File: src/rtl/twire_pkg.sv
// twire_pkg: shared types and constants for the two-wire serial slave.
package twire_pkg;
    localparam int TWIRE_BYTE_W = 8;
    localparam logic TWIRE_ACK  = 1'b0;
    localparam logic TWIRE_NACK = 1'b1;
    typedef enum logic [3:0] {
        ST_IDLE, ST_DEV_ADDR, ST_DEV_ACK, ST_REG_ADDR, ST_REG_ACK,
        ST_WR_DATA, ST_WR_ACK, ST_RD_DATA, ST_RD_ACK, ST_IGNORE
    } twire_slv_state_t;
endpackage

File: src/rtl/twire_slv_sync.sv
// twire_slv_sync: SCL/SDA synchronizer, optional majority filter (TWIRE_SLV_GLITCH_FLT_EN), START/STOP detection.
// Bus vector layout: bit 0 = SCL, bit 1 = SDA.
module twire_slv_sync #(
    parameter int STAGES = 2
) (
    input  logic       clk,
    input  logic       async_rst,
    input  logic [1:0] i_bus,
    output logic       o_sda,
    output logic       o_scl_rise,
    output logic       o_scl_fall,
    output logic       o_start,
    output logic       o_stop
);
    logic [STAGES-1:0][1:0] r_sync;
    logic [1:0]             r_prev;
    logic [1:0]             w_clean;

    // Flops reset to the idle-bus level so release never fakes an edge.
    always_ff @(posedge clk or negedge async_rst) begin
        if (!async_rst) r_sync <= '1;
        else            r_sync <= {r_sync[STAGES-2:0], i_bus};
    end

`ifdef TWIRE_SLV_GLITCH_FLT_EN
    logic [2:0][1:0] r_hist;
    always_ff @(posedge clk or negedge async_rst) begin
        if (!async_rst) r_hist <= '1;
        else            r_hist <= {r_hist[1:0], r_sync[STAGES-1]};
    end
    assign w_clean = (r_hist[0] & r_hist[1]) | (r_hist[0] & r_hist[2]) | (r_hist[1] & r_hist[2]);
`else
    assign w_clean = r_sync[STAGES-1];
`endif

    always_ff @(posedge clk or negedge async_rst) begin
        if (!async_rst) r_prev <= '1;
        else            r_prev <= w_clean;
    end

    assign o_sda      = w_clean[1];
    assign o_scl_rise = w_clean[0] & ~r_prev[0];
    assign o_scl_fall = ~w_clean[0] & r_prev[0];
    assign o_start    = w_clean[0] & r_prev[0] & r_prev[1] & ~w_clean[1];
    assign o_stop     = w_clean[0] & r_prev[0] & ~r_prev[1] & w_clean[1];
endmodule

File: src/rtl/twire_slave.sv
// twire_slave: two-wire bus slave with register-pointer auto-increment and byte-wide register port.
// Optional input glitch filter enabled by defining TWIRE_SLV_GLITCH_FLT_EN.
module twire_slave
    import twire_pkg::*;
#(
    parameter logic [6:0] DEV_ADDR    = 7'h50,
    parameter int         SYNC_STAGES = 2
) (
    input  logic                    clk,
    input  logic                    async_rst,
    input  logic                    SCL,
    input  logic                    SDA_I,
    output logic                    SDA_O,
    output logic                    SDA_T,
    output logic [TWIRE_BYTE_W-1:0] reg_addr,
    output logic [TWIRE_BYTE_W-1:0] reg_wdata,
    output logic                    reg_wr,
    output logic                    reg_rd,
    input  logic [TWIRE_BYTE_W-1:0] reg_rdata,
    output logic                    busy
);
    twire_slv_state_t        r_state;
    logic [3:0]              r_cnt;
    logic [TWIRE_BYTE_W-1:0] r_sh, r_addr, r_wdata;
    logic                    r_rw, r_ack, r_fetch, r_sda_t, r_wr, r_rd, r_busy;
    logic                    w_sda, w_rise, w_fall, w_start, w_stop;
    logic [TWIRE_BYTE_W-1:0] w_byte;

    twire_slv_sync #(.STAGES(SYNC_STAGES)) u_sync (
        .clk        (clk),
        .async_rst  (async_rst),
        .i_bus      ({SDA_I, SCL}),
        .o_sda      (w_sda),
        .o_scl_rise (w_rise),
        .o_scl_fall (w_fall),
        .o_start    (w_start),
        .o_stop     (w_stop)
    );

    assign w_byte = {r_sh[TWIRE_BYTE_W-2:0], w_sda};

    always_ff @(posedge clk or negedge async_rst) begin
        if (!async_rst) begin
            r_state <= ST_IDLE;
            r_cnt   <= '0;
            r_sh    <= '0;
            r_addr  <= '0;
            r_wdata <= '0;
            r_rw    <= 1'b0;
            r_ack   <= 1'b0;
            r_fetch <= 1'b0;
            r_sda_t <= 1'b1;
            r_wr    <= 1'b0;
            r_rd    <= 1'b0;
            r_busy  <= 1'b0;
        end else begin
            r_wr    <= 1'b0;
            r_rd    <= 1'b0;
            r_fetch <= r_rd;
            if (w_stop) begin
                r_state <= ST_IDLE;
                r_sda_t <= 1'b1;
                r_busy  <= 1'b0;
            end else if (w_start) begin
                r_state <= ST_DEV_ADDR;
                r_cnt   <= '0;
                r_sda_t <= 1'b1;
            end else begin
                // Read data arrives one clk after the fetch strobe.
                if (r_fetch) r_sh <= reg_rdata;
                case (r_state)
                    ST_DEV_ADDR, ST_REG_ADDR, ST_WR_DATA: if (w_rise) begin
                        r_sh  <= w_byte;
                        r_cnt <= r_cnt + 4'd1;
                        if (r_cnt == 4'd7) begin
                            r_ack <= 1'b0;
                            if (r_state == ST_DEV_ADDR) begin
                                r_state <= (w_byte[7:1] == DEV_ADDR) ? ST_DEV_ACK : ST_IGNORE;
                                r_busy  <= r_busy | (w_byte[7:1] == DEV_ADDR);
                                r_rw    <= w_byte[0];
                            end else if (r_state == ST_REG_ADDR) begin
                                r_state <= ST_REG_ACK;
                                r_addr  <= w_byte;
                            end else begin
                                r_state <= ST_WR_ACK;
                                r_wdata <= w_byte;
                                r_wr    <= 1'b1;
                            end
                        end
                    end
                    ST_DEV_ACK, ST_REG_ACK, ST_WR_ACK: if (w_fall) begin
                        if (!r_ack) begin
                            r_ack   <= 1'b1;
                            r_sda_t <= TWIRE_ACK;
                            r_rd    <= (r_state == ST_DEV_ACK) & r_rw;
                            if (r_state == ST_WR_ACK) r_addr <= r_addr + 8'd1;
                        end else if (r_state == ST_DEV_ACK && r_rw) begin
                            r_state <= ST_RD_DATA;
                            r_sda_t <= r_sh[7];
                            r_sh    <= {r_sh[6:0], 1'b0};
                            r_cnt   <= 4'd1;
                        end else begin
                            r_state <= (r_state == ST_DEV_ACK) ? ST_REG_ADDR : ST_WR_DATA;
                            r_sda_t <= 1'b1;
                            r_cnt   <= '0;
                        end
                    end
                    ST_RD_DATA: if (w_fall) begin
                        if (r_cnt == 4'd8) begin
                            r_state <= ST_RD_ACK;
                            r_sda_t <= 1'b1;
                            r_ack   <= 1'b0;
                        end else begin
                            r_sda_t <= r_sh[7];
                            r_sh    <= {r_sh[6:0], 1'b0};
                            r_cnt   <= r_cnt + 4'd1;
                        end
                    end
                    ST_RD_ACK: if (w_rise && !r_ack) begin
                        if (w_sda == TWIRE_ACK) begin
                            r_ack  <= 1'b1;
                            r_addr <= r_addr + 8'd1;
                            r_rd   <= 1'b1;
                        end else begin
                            r_state <= ST_IGNORE;
                        end
                    end else if (w_fall && r_ack) begin
                        r_state <= ST_RD_DATA;
                        r_sda_t <= r_sh[7];
                        r_sh    <= {r_sh[6:0], 1'b0};
                        r_cnt   <= 4'd1;
                    end
                    default: ;
                endcase
            end
        end
    end

    assign SDA_O     = 1'b0;
    assign SDA_T     = r_sda_t;
    assign reg_addr  = r_addr;
    assign reg_wdata = r_wdata;
    assign reg_wr    = r_wr;
    assign reg_rd    = r_rd;
    assign busy      = r_busy;
endmodule

File: config.mk
export PLATFORM = sky130hd
export DESIGN_NAME = twire_slave
export DESIGN_NICKNAME = d
export VERILOG_FILES = /design/src/rtl/twire_pkg.sv /design/src/rtl/twire_slv_sync.sv /design/src/rtl/twire_slave.sv
export SDC_FILE = /design/constraint.sdc
export NUM_CORES = 1
export LEC_CHECK = 0
export ABC_AREA = 1
export CORE_MARGIN = 2
export CORE_UTILIZATION = 46
export CTS_CLUSTER_SIZE = 40
export DETAILED_ROUTE_END_ITERATION = 7
export PLACE_DENSITY = 0.78
export SLEW_MARGIN = 20
export SYNTH_ARGS = -nofsm -noshare
export SYNTH_HDL_FRONTEND = slang
export SYNTH_HIERARCHICAL = 1
export SYNTH_SLANG_ARGS = --single-unit
export TNS_END_PERCENT = 50
File: constraint.sdc
create_clock -name clk -period 5.2 [get_ports clk]
set_input_delay 0.52 -clock clk [delete_from_list [all_inputs] [get_ports clk]]
set_output_delay 0.52 -clock clk [all_outputs]
set_load 0.03 [all_outputs]
==> results of run 1 <==
[where the power goes]
| group | switching (mW) | leakage, nW | internal (mW) |
|---|---|---|---|
| sequential | 0.118 | 0.557 | 0.457 |
| combinational | 0.679 | 0.983 | 0.366 |
| clock | 0.122 | 0.0585 | 0.157 |
| total | 0.919 | 1.60 | 0.980 |
[worst paths after layout]
path,depth (start not counted),end,slack [ns],start
hold reg to reg,0,u_sync/w_clean[1],0.36,u_sync/r_sync[1]
min in group clk,0,u_sync/w_clean[1],0.36,u_sync/r_sync[1]
max in group asynchronous,2,u_sync/r_prev[1],4.55,async_rst
setup reg to reg,10,reg_wdata[2],2.81,u_sync/w_clean[1]
hold / removal,1,r_sh[2],0.1,async_rst
setup / recovery,10,reg_wdata[2],2.81,u_sync/w_clean[1]
[registers in the layout, summed over array words and instances, names as in the netlist, 2 cells and up]
register,flops
r_state,4
reg_addr,8
reg_wdata,8
u_sync/r_prev,2
r_sh,8
u_sync/w_clean,2
r_cnt,4
u_sync/r_sync,2
[critical path, stage by stage (launching register included)]
cell	delay [ns]
dfstp_2	0.59
inv_1	0.05
nand2_1	0.05
nor2_1	0.06
nor2_1	0.11
buf_4	0.23
inv_1	0.26
nor3_2	0.28
nand2_1	0.35
nand2_1	0.16
o21ai_0	0.11
[cells in the final DEF (no fill, tap or decap), types with 2 or more instances in the layout]
| cell type | instances |
|---|---|
| o21ai_0 | 31 |
| nand2_4 | 4 |
| nor3_1 | 2 |
| xnor2_1 | 2 |
| nor2_4 | 3 |
| nand3b_1 | 3 |
| dfstp_2 | 7 |
| nand2_2 | 8 |
| inv_1 | 33 |
| a21oi_1 | 20 |
| ha_1 | 3 |
| nand2_1 | 110 |
| nor2_1 | 35 |
| nand3_2 | 2 |
| dfrtp_1 | 38 |
| clkdlybuf4s50_1 | 30 |
| o21ai_2 | 3 |
| o21ai_1 | 3 |
| inv_2 | 7 |
| clkbuf_8 | 6 |
| nand3_1 | 25 |
| nor2_2 | 5 |
| xor2_1 | 3 |
[logic make-up (layout without fill, tap and decap cells)]
| group | Yosys count | after routing | share of synthesized area |
|---|---|---|---|
| other cells | 1 | 1 | 0.00138 |
| mux | 1 | 1 | 0.00413 |
| buf+inv | 49 | 82 | 0.0740 |
| flops | 45 | 45 | 0.417 |
| simple gates | 201 | 201 | 0.339 |
| compound gates | 65 | 65 | 0.136 |
| xor+xnor | 5 | 5 | 0.0161 |
| fa+ha+maj | 3 | 3 | 0.0138 |
[metal layers]
layer,up-vias,track usage,routed length [um],part of all wire
met4,0,0.0966,178,0.028
met2,84,0.370,3070,0.48
li1,1264,-,-,-
met3,17,0.0378,345,0.054
met1,1126,0.279,2830,0.44
met5,-,0,0,0
[layout make-up]
class | instances | area share
Clock buffer | 7 | 0.0268
Sequential cell | 45 | 0.352
Clock inverter | 1 | 0.00932
Inverter | 41 | 0.0485
Multi-Input combinational cell | 276 | 0.431
Timing Repair Buffer | 33 | 0.103
Tap cell | 75 | 0.0291
==> results.json, run 1 <==
{
  "status": "completed",
  "finalHoldViolations": 0,
  "post_cts_resized": 0,
  "fin_cells": 478,
  "cts_hold_buffers": 0,
  "layout-drive-gt1-share": 0.136,
  "die_x_um": 81.0,
  "ys_types": 40,
  "fin_tns_setup_ns": 0,
  "drc": 0,
  "viasPerCell": 5.21,
  "grt_pass1_vias": 2363,
  "synth_edf_count": 0,
  "fin_ws_ns": 2.81,
  "clock_sinks": 45,
  "syn_area_per_cell_sq_um": 7.36,
  "startpoint_type": "flop",
  "cts_made_buffers": 5,
  "worstPathArrival_ns": 2.55,
  "cp_max_fo": 20,
  "nNetsFinal": 417,
  "synth_common_cells": "110 x nand2_1, 38 x dfrtp_1, 35 x nor2_1",
  "synth.area.top_cells": "dfrtp_1 35%, nand2_1 15%, dfstp_2 6.8%, o21ai_0 5.7%, nor2_1 4.8%",
  "grt_setup_unrepaired": "false",
  "cts.clk_slew.worst_paths_ns": 0.09,
  "num-fill-cells": 560,
  "final_area_sq_um": 3220,
  "synthArstFlopShare": 1.00,
  "maxCapViolations": 0,
  "fin_skew_ns": 0.00894,
  "synth_flop_cell": "dfrtp_1",
  "initialDrtViolationCount": 108,
  "register_area_sq_um": 1130,
  "yosysWarnings": 6,
  "core_sq_um": 5820,
  "pre_cts_slack_ns": 2.83,
  "grt_pass1_wl_mm": 11.0,
  "dp.cells": 469,
  "yosysTopAreaCell": "dfrtp_1",
  "cts_root_buffer": "clkbuf_8",
  "period_minus_slack_ns": 2.39,
  "synthMostInstantiatedCell": "nand2_1",
  "rows": 28,
  "syn-num-nets": 385,
  "globalRouteOverflowTotal": 0,
  "hold_class": "in -> async",
  "gp_congestion": 0.958,
  "initial_core_util": 0.468,
  "cts_buffer_depth": 2,
  "setup_viol": 0,
  "dp_hpwl_mm": 4.85,
  "wl_per_cell_um": 13.4,
  "seq_area_frac_synth": 0.417,
  "drtAntennaViolNets": 0,
  "grt_max_degree": 46,
  "placed_area_sq_um": 3090,
  "htreeDepth": 2,
  "power.density_nw_per_um2": 589,
  "cts_setup_buffers": 0,
  "leakage_nw": 1.60,
  "critPathRequiredTime_ns": 5.37,
  "clock_latency_ns": 0.30,
  "final_util": 0.554,
  "antenna_cells": 0,
  "synth-seq-cells": 45,
  "end_kind": "flop",
  "vias": 2491,
  "total_power_mw": 1.90,
  "drt-total-wl_mm": 6.42,
  "netlist_instances": 370,
  "numPortBuffers": 31,
  "antenna_found_initial": 0,
  "syn_to_final_growth_pct": 18.3,
  "maxSlewViolCount": 0,
  "tritoncts": "yes",
  "fmax_ghz": 0.419,
  "multi_input_area_sq_um": 1390,
  "die_y_um": 81.0,
  "finalCritPeriodShare": 0.459,
  "grtUsageTotal": 0.220,
  "path_class": "reg -> reg",
  "first_pass_iters": 4,
  "synth_area_sq_um": 2720,
  "synth_top_area_frac": 0.349,
  "dieArea_sq_um": 6550,
  "fin_hold_ws_ns": 0.0997,
  "irDropWorstVdd_uv": 326,
  "num_io_pins": 33
}
Power figures use the tool's default switching activity.
==> run 2, diff against run 1 <==
clock period = 2.4 ns   (was 5.2 ns; I/O delays follow)
==> run 2 against run 1 <==
Total power is 110% higher. Register-to-register slack got worse by 2.4 ns. Critical path depth grew 1. Largest power group unchanged. Clock skew increased by 0.00096 ns. Flip-flop and latch count unchanged. Clock power rose by 100%.
==> results.json, run 2 (same netlist as run 1, synthesis figures left out) <==
{
  "viasPerCell": 5.16,
  "cts_buffer_depth": 2,
  "drtAntennaViolNets": 0,
  "worstPathArrival_ns": 2.16,
  "vias": 2474,
  "numPortBuffers": 31,
  "end_kind": "flop",
  "cts_root_buffer": "clkbuf_8",
  "grt_pass1_vias": 2410,
  "fin_ws_ns": 0.423,
  "final_common_cell": "nand2_1",
  "drt-total-wl_mm": 6.62,
  "globalRouteOverflowTotal": 0,
  "dp_hpwl_mm": 4.89,
  "pre_cts_slack_ns": 0.464,
  "post_cts_resized": 0,
  "dieArea_sq_um": 6550,
  "core_sq_um": 5820,
  "setup_viol": 0,
  "grt_max_degree": 32,
  "fmax_ghz": 0.506,
  "register_area_sq_um": 1130,
  "leakage_nw": 1.60,
  "maxCapViolations": 0,
  "cp_max_fo": 14,
  "die_y_um": 81.0,
  "cts.clk_slew.worst_paths_ns": 0.08,
  "initialDrtViolationCount": 150,
  "syn_to_final_growth_pct": 18.0,
  "antenna_cells": 0,
  "hold_class": "in -> reg",
  "first_pass_iters": 4,
  "rows": 28,
  "tritoncts": "yes",
  "fin_tns_setup_ns": 0,
  "clock_latency_ns": 0.30,
  "htreeDepth": 2,
  "antenna_found_initial": 0,
  "irDropWorstVdd_uv": 634,
  "multi_input_area_sq_um": 1390,
  "cts_setup_buffers": 0,
  "mostFrequentLayoutCells": "110 x nand2_1, 38 x dfrtp_1, 35 x nor2_1, 33 x inv_1, 31 x o21ai_0",
  "nNetsFinal": 419,
  "critPathRequiredTime_ns": 2.58,
  "grt_pass1_wl_mm": 11.3,
  "drc": 0,
  "die_x_um": 81.0,
  "grtUsageTotal": 0.221,
  "wl_per_cell_um": 13.8,
  "num-fill-cells": 549,
  "maxSlewViolCount": 0,
  "path_class": "reg -> reg",
  "finalHoldViolations": 0,
  "clock_sinks": 45,
  "finalCritPeriodShare": 0.824,
  "startpoint_type": "flop",
  "period_minus_slack_ns": 1.98,
  "power.density_nw_per_um2": 1270,
  "num_io_pins": 33,
  "gp_congestion": 0.980,
  "fin_skew_ns": 0.00989,
  "grt_setup_unrepaired": "false",
  "initial_core_util": 0.468,
  "cts_made_buffers": 5,
  "status": "completed",
  "layout-drive-gt1-share": 0.139
}
run 2: routing by layer:
metal	up-vias	GRT usage	share of wire
met5	-	0	0
met4	0	0.0763	0.016
met3	12	0.0289	0.050
met2	75	0.382	0.48
met1	1138	0.285	0.45
li1	1249	-	-
run 2: path summary, 6_finish.rpt:
kind / from / cells after the start / to / slack [ns]
min in group asynchronous: async_rst / 2 / reg_wr / 0.37
setup / recovery: u_sync/w_clean[1] / 11 / reg_addr[3] / 0.42
hold reg to reg: u_sync/r_sync[1] / 0 / u_sync/w_clean[1] / 0.36
hold / removal: SDA_I / 1 / u_sync/r_sync[1] / 0.34
setup reg to reg: u_sync/w_clean[1] / 11 / reg_addr[3] / 0.42
max in group asynchronous: async_rst / 3 / u_sync/r_prev[1] / 1.27
run 2: area by class of cell:
| class | count | share of cell area |
|---|---|---|
| clock buffer | 5 | 0.0214 |
| multi-input combinational | 276 | 0.432 |
| sequential | 45 | 0.353 |
| clock inverter | 2 | 0.0109 |
| timing repair buffer | 35 | 0.105 |
| inverter | 41 | 0.0487 |
| tap | 75 | 0.0292 |
run 2: report_power, final:
part / switching (mW) / total (mW) / internal (mW)
logic: 1.47 / 2.27 / 0.791
registers: 0.262 / 1.25 / 0.991
clock network: 0.258 / 0.561 / 0.303
run 2: stage by stage:
step	total power, mW	area, sq um	instances	hold slack [ns]	util
6_report	4.08	3210	479	0.343	0.553
5_1_grt	4.45	3210	479	0.332	0.553
4_1_cts	4.09	3210	479	0.334	0.553
3_5_place_dp	3.52	3100	471	0.171	0.533
3_3_place_gp	3.47	3100	471	0.163	0.533
2_1_floorplan	2.95	2720	370	-0.0556	-
run 2: critical path, cell delays in order, from the launching register on:
cell,delay [ns]
dfstp_2,0.60
inv_1,0.06
nand2_1,0.05
nor2_1,0.07
nor2_1,0.14
inv_1,0.10
nor2_2,0.16
nand3_1,0.11
nor2_2,0.15
nand2_2,0.20
nor2_1,0.18
a21oi_2,0.05
run 2: what timing repair did:
item / 4_1_cts / 5_1_grt
hold buffers: 1 / 0
endpoints found under the hold margin: 10 / 0
setup endpoints to repair: 0 / 0
